$ cat config.mk
export PLATFORM = sky130hd
export DESIGN_NAME = reg_file_sb
export DESIGN_NICKNAME = d
export VERILOG_FILES = /design/src/rtl/reg_file_pkg.sv /design/src/rtl/rf_scoreboard.sv /design/src/rtl/reg_file_sb.sv
export SDC_FILE = /design/constraint.sdc
export NUM_CORES = 2
export LEC_CHECK = 0
export CORE_ASPECT_RATIO = 0.9
export CORE_MARGIN = 4
export CORE_UTILIZATION = 57
export CTS_CLUSTER_DIAMETER = 80
export DETAILED_ROUTE_END_ITERATION = 16
export PLACE_DENSITY_LB_ADDON = 0.1
export SKIP_CTS_REPAIR_TIMING = 1
export SLEW_MARGIN = 10
export SYNTH_ARGS = -nofsm -noshare
export SYNTH_HDL_FRONTEND = slang
export SYNTH_SLANG_ARGS = --single-unit
$ cat constraint.sdc
create_clock -name clk -period 11.14 [get_ports clk]
set_clock_uncertainty 0.2 [all_clocks]
set_input_delay 2.228 -clock clk [delete_from_list [all_inputs] [get_ports clk]]
set_output_delay 2.228 -clock clk [all_outputs]
set_load 0.05 [all_outputs]
$ cat src/rtl/reg_file_pkg.sv
// Shared widths, types and helpers for the reg_file_sb register file and its scoreboard.
package reg_file_pkg;

    localparam int DATA_W   = 32;
    localparam int ADDR_W   = 5;
    localparam int NUM_REGS = 2 ** ADDR_W;
    localparam int CNT_W    = ADDR_W + 1;

    typedef logic [ADDR_W-1:0] reg_addr_t;
    typedef logic [DATA_W-1:0] reg_data_t;

    localparam reg_addr_t REG_ZERO = 5'd0;

    function automatic logic [CNT_W-1:0] popcount(input logic [NUM_REGS-1:0] vec);
        logic [CNT_W-1:0] cnt;
        cnt = '0;
        for (int i = 0; i < NUM_REGS; i++) begin
            cnt = cnt + CNT_W'(vec[i]);
        end
        return cnt;
    endfunction

endpackage

$ cat src/rtl/rf_scoreboard.sv
// Per-register busy scoreboard: set on issue, clear on writeback, stall on busy sources.
// REG_FILE_SB_DEBUG_PORT_EN exposes the raw busy vector on dbg_busy.
module rf_scoreboard
    import reg_file_pkg::*;
(
    input  logic              clk,
    input  logic              rst,
    input  logic [ADDR_W-1:0] rs_addr,
    input  logic [ADDR_W-1:0] rt_addr,
    input  logic              we,
    input  logic [ADDR_W-1:0] wa,
    input  logic              issue_valid,
    input  logic [ADDR_W-1:0] issue_wa,
    output logic              stall,
`ifdef REG_FILE_SB_DEBUG_PORT_EN
    output logic [NUM_REGS-1:0] dbg_busy,
`endif
    output logic [ADDR_W:0]   busy_cnt
);

    logic [NUM_REGS-1:0] busy;
    logic [NUM_REGS-1:0] busy_next;
    logic                rs_wait;
    logic                rt_wait;
    logic                issue_fire;

    // Handshake: an issue is accepted on the rising edge where issue_valid=1 and
    // stall=0; stall never depends on issue_valid, and a writeback in the same
    // cycle releases its register immediately.
    always_comb begin
        rs_wait    = busy[rs_addr] && !(we && (wa == rs_addr));
        rt_wait    = busy[rt_addr] && !(we && (wa == rt_addr));
        stall      = rs_wait || rt_wait;
        issue_fire = issue_valid && (issue_wa != REG_ZERO) && !stall;
    end

    // Clear first, then set: a new producer overrides a retiring one.
    always_comb begin
        busy_next = busy;
        if (we && (wa != REG_ZERO)) begin
            busy_next[wa] = 1'b0;
        end
        if (issue_fire) begin
            busy_next[issue_wa] = 1'b1;
        end
    end

    always_ff @(posedge clk) begin
        if (rst) begin
            busy     <= '0;
            busy_cnt <= '0;
        end else begin
            busy     <= busy_next;
            busy_cnt <= popcount(busy_next);
        end
    end

`ifdef REG_FILE_SB_DEBUG_PORT_EN
    assign dbg_busy = busy;
`endif

endmodule

$ cat src/rtl/reg_file_sb.sv
// 32x32 register file with write-through bypass on both read ports and a busy scoreboard.
// REG_FILE_SB_DEBUG_PORT_EN adds a committed-state read port (dbg_addr/dbg_data) and dbg_busy.
module reg_file_sb
    import reg_file_pkg::*;
(
    input  logic              clk,
    input  logic              rst,
    input  logic [ADDR_W-1:0] rs_addr,
    input  logic [ADDR_W-1:0] rt_addr,
    output logic [DATA_W-1:0] rs_data,
    output logic [DATA_W-1:0] rt_data,
    input  logic              we,
    input  logic [ADDR_W-1:0] wa,
    input  logic [DATA_W-1:0] wd,
    input  logic              issue_valid,
    input  logic [ADDR_W-1:0] issue_wa,
    output logic              stall,
`ifdef REG_FILE_SB_DEBUG_PORT_EN
    input  logic [ADDR_W-1:0]   dbg_addr,
    output logic [DATA_W-1:0]   dbg_data,
    output logic [NUM_REGS-1:0] dbg_busy,
`endif
    output logic [ADDR_W:0]   busy_cnt
);

    reg_data_t regs [NUM_REGS];
    logic      wr_en;

    assign wr_en = we && (wa != REG_ZERO);

    always_ff @(posedge clk) begin
        if (rst) begin
            for (int i = 0; i < NUM_REGS; i++) begin
                regs[i] <= '0;
            end
        end else if (wr_en) begin
            regs[wa] <= wd;
        end
    end

    // Register 0 is forced to zero here rather than relying on the array contents.
    always_comb begin
        rs_data = regs[rs_addr];
        rt_data = regs[rt_addr];
        if (rs_addr == REG_ZERO) begin
            rs_data = '0;
        end else if (wr_en && (wa == rs_addr)) begin
            rs_data = wd;
        end
        if (rt_addr == REG_ZERO) begin
            rt_data = '0;
        end else if (wr_en && (wa == rt_addr)) begin
            rt_data = wd;
        end
    end

`ifdef REG_FILE_SB_DEBUG_PORT_EN
    assign dbg_data = (dbg_addr == REG_ZERO) ? '0 : regs[dbg_addr];
`endif

    rf_scoreboard u_scoreboard (
        .clk         (clk),
        .rst         (rst),
        .rs_addr     (rs_addr),
        .rt_addr     (rt_addr),
        .we          (we),
        .wa          (wa),
        .issue_valid (issue_valid),
        .issue_wa    (issue_wa),
        .stall       (stall),
`ifdef REG_FILE_SB_DEBUG_PORT_EN
        .dbg_busy    (dbg_busy),
`endif
        .busy_cnt    (busy_cnt)
    );

endmodule

==> flow_summary.toml <==
[finish]
syn2layout_area_growth_pct = 10.4
fill_cells = 7308
design_area_um2 = 64400
drive_above_1_share_pct = 25.0
nets = 3887

[global_routing]
grt_max_degree = 135
grt_first_pass_wirelength_mm = 278
grt_pass1_vias = 38500
grt.total_usage_pct = 36.3
antenna_found_initial = 18
grt-ovfl-total = 0

[placement]
dp_slack_ns = 1.47
gp_congestion = 0.898
placed_cell_area_um2 = 60900
io_buffers = 126
dp_hpwl_mm = 110

[setup_path]
crit_type = "in -> out"
critPathCaptureType = "output port"
worstPathMaxFanout = 68
critical_path_required_ns = 8.71
crit_path_start_kind = "input port"
rrSetupSlack_ns = 4.10
critPathArrivalTime_ns = 7.00

[detailed_routing]
ant_nets = 0
first_iter_violations = 6365
highest_layer = "met5"
drt_first_pass_iters = 6
post_drt_wl_per_cell_um = 37.3
via_per_inst = 7.19
num_vias = 37800
routed-wl-met2_mm = 88.8
met1_length_mm = 70.4
wl_mm = 196
wl_met3_mm = 27.4
drc_errors = 0

[sta]
setup_viol = 0
finalCritPeriodShare_pct = 84.6
max_slew_margin_pct = 19.4
hold_viol_final = 0
slew_violations = 0
fin_tns_setup_ns = 0
tightest_slew_ns = 1.20
rsz0062_at_grt = "false"
fin_crit_ns = 9.43
fmax_mhz = 106
worst_slack_ns = 1.71

[power]
ir_drop_v = 0.000117
power.total_w = 0.00981
power_density_nw_per_um2 = 152
p_leak_nw = 22.0

[logic_synthesis]
async_flop_share_pct = 0
synth-seq-cells = 1062
synthFlopType = "edfxtp_1"
synth.avg_cell_area_um2 = 15.3
synth_cell_types = 56
yosys_warnings = 0
synth_edf_count = 1024
syn_inst = 3828
yosysSeqAreaShare_pct = 54.0
synth_area_um2 = 58400

[hold_path]
hp-class = "reg -> reg"

[die]
placementRows = 111
dieArea_um2 = 108000
ios = 127
initial_core_util_pct = 57.3
die_h_um = 312
coreArea_um2 = 102000
die_x_um = 345

[cts]
cts_tree = "yes"
cts_buffers = 111
clk_latency_ns = 0.69
cts_root_buf = "clkbuf_16"
path_clk_slew_ns = 0.06
cts_sinks = 1062
cts-htree-levels = 3
clock_path_buffers = 3

[run_status]
outcome = "finished, final reports clean"

[flow_run]
drv_cap = 0
## state kept, by name, summed over array words and instances, names as in the netlist
signal	cells
regs	1024
u_scoreboard.busy	32
u_scoreboard.busy_cnt	6
## cell usage after synthesis, types with 3 or more instances
cell type,instances,area [µm²]
dfxtp_1,38,761
a211oi_1,50,375
o21ai_0,26,130
clkbuf_1,284,1070
nand3b_1,9,67.6
nand3_1,17,85.1
a21oi_1,28,140
mux4_2,571,12900
o31ai_1,11,82.6
buf_6,21,236
buf_2,68,340
a22oi_1,4,30.0
buf_4,21,158
o21ai_1,13,65.1
a22o_1,6,52.6
mux2_2,40,450
nand4_1,4,25.0
mux2i_1,129,1290
o221ai_1,22,193
or2_2,14,87.6
a221oi_1,11,96.3
a221o_1,11,110
nand2_1,80,300
and2_1,993,6210
nor2b_1,19,119
buf_1,19,71.3
nand2b_1,20,125
o21bai_1,14,105
inv_1,32,120
nor2_1,78,293
a211o_1,11,96.3
fa_1,24,480
a21o_1,3,22.5
o32ai_1,23,201
o31a_1,20,175
o22ai_1,22,138
ha_1,8,100
edfxtp_1,1024,30700
xor2_1,11,96.3
or3_1,7,43.8
## kinds of logic after synthesis
group	count (synthesis)	share of synthesized area, %
AND/OR/NAND/NOR	1253	12.8
flip-flops	1062	54.0
multiplexers	740	25.0
buffers and inverters	446	3.42
AO/OA/AOI/OAI	281	3.63
adder cells (fa/ha/maj)	32	0.994
XOR/XNOR	13	0.195
other	1	0.00642
## layout by cell type, fill, tap and decap left out, types with 17 or more instances in the layout
cell,count
conb_1,32
nor2_1,47
o31a_1,20
mux4_2,571
clkbuf_16,112
o32ai_1,23
buf_4,117
clkbuf_1,23
a211oi_1,50
clkinv_2,21
nor2_4,31
fa_1,24
mux2_2,40
o21ai_0,26
and2_1,993
clkinv_1,33
dfxtp_1,38
edfxtp_1,1024
o221ai_1,22
clkdlybuf4s50_1,115
nand3_1,17
nor2b_1,18
inv_1,31
mux2i_1,129
nand2_1,79
a21oi_1,27
o22ai_1,22
## final timing paths
path                               to  cells past startpoint            startpoint
max                        rt_data[2]                      9            rt_addr[1]
min              u_scoreboard.busy[0]                      1  u_scoreboard.busy[0]
max reg2reg  u_scoreboard.busy_cnt[4]                     21  u_scoreboard.busy[5]
min reg2reg      u_scoreboard.busy[0]                      1  u_scoreboard.busy[0]
## area by class of cell
cell class / count / area [µm²] / share of cell area (%)
flip-flops and latches: 1062 / 31500 / 48.9
multi-input cells: 2351 / 25400 / 39.5
clock buffers: 135 / 2890 / 4.48
repair buffers: 241 / 2170 / 3.36
well taps: 1356 / 1700 / 2.63
clock inverters: 73 / 591 / 0.917
inverters: 32 / 120 / 0.186
diodes: 8 / 20.0 / 0.0311
## routing by layer
layer,vias up,GRT usage [%]
met5,-,0
met3,500,10.2
met2,3111,54.5
li1,14700,-
met4,2,15.4
met1,19500,50.6
## worst max-delay path, stage by stage
cell	delay, ns
buf_8	0.37
buf_4	0.86
buf_4	0.99
mux4_2	0.38
mux2_2	0.16
nand2_1	0.07
a211o_1	0.38
a21oi_1	0.49
clkdlybuf4s50_1	0.93
## where the power goes
| part | internal (W) | total, W | switching [W] |
|---|---|---|---|
| Combinational | 0.000591 | 0.00146 | 0.000870 |
| Clock | 0.00203 | 0.00364 | 0.00161 |
| Sequential | 0.00460 | 0.00471 | 0.000110 |
| Total | 0.00722 | 0.00981 | 0.00259 |
## through the flow
stage	hold slack [ns]	utilization, %	std cells
5_1_grt	0.350	63.3	5251
6_report	0.336	63.3	5258
2_1_floorplan	0.261	-	3859
3_3_place_gp	0.331	59.9	5042
3_5_place_dp	0.328	59.9	5042
4_1_cts	0.337	63.3	5250
Note: power is estimated with default switching activity, not from simulation.
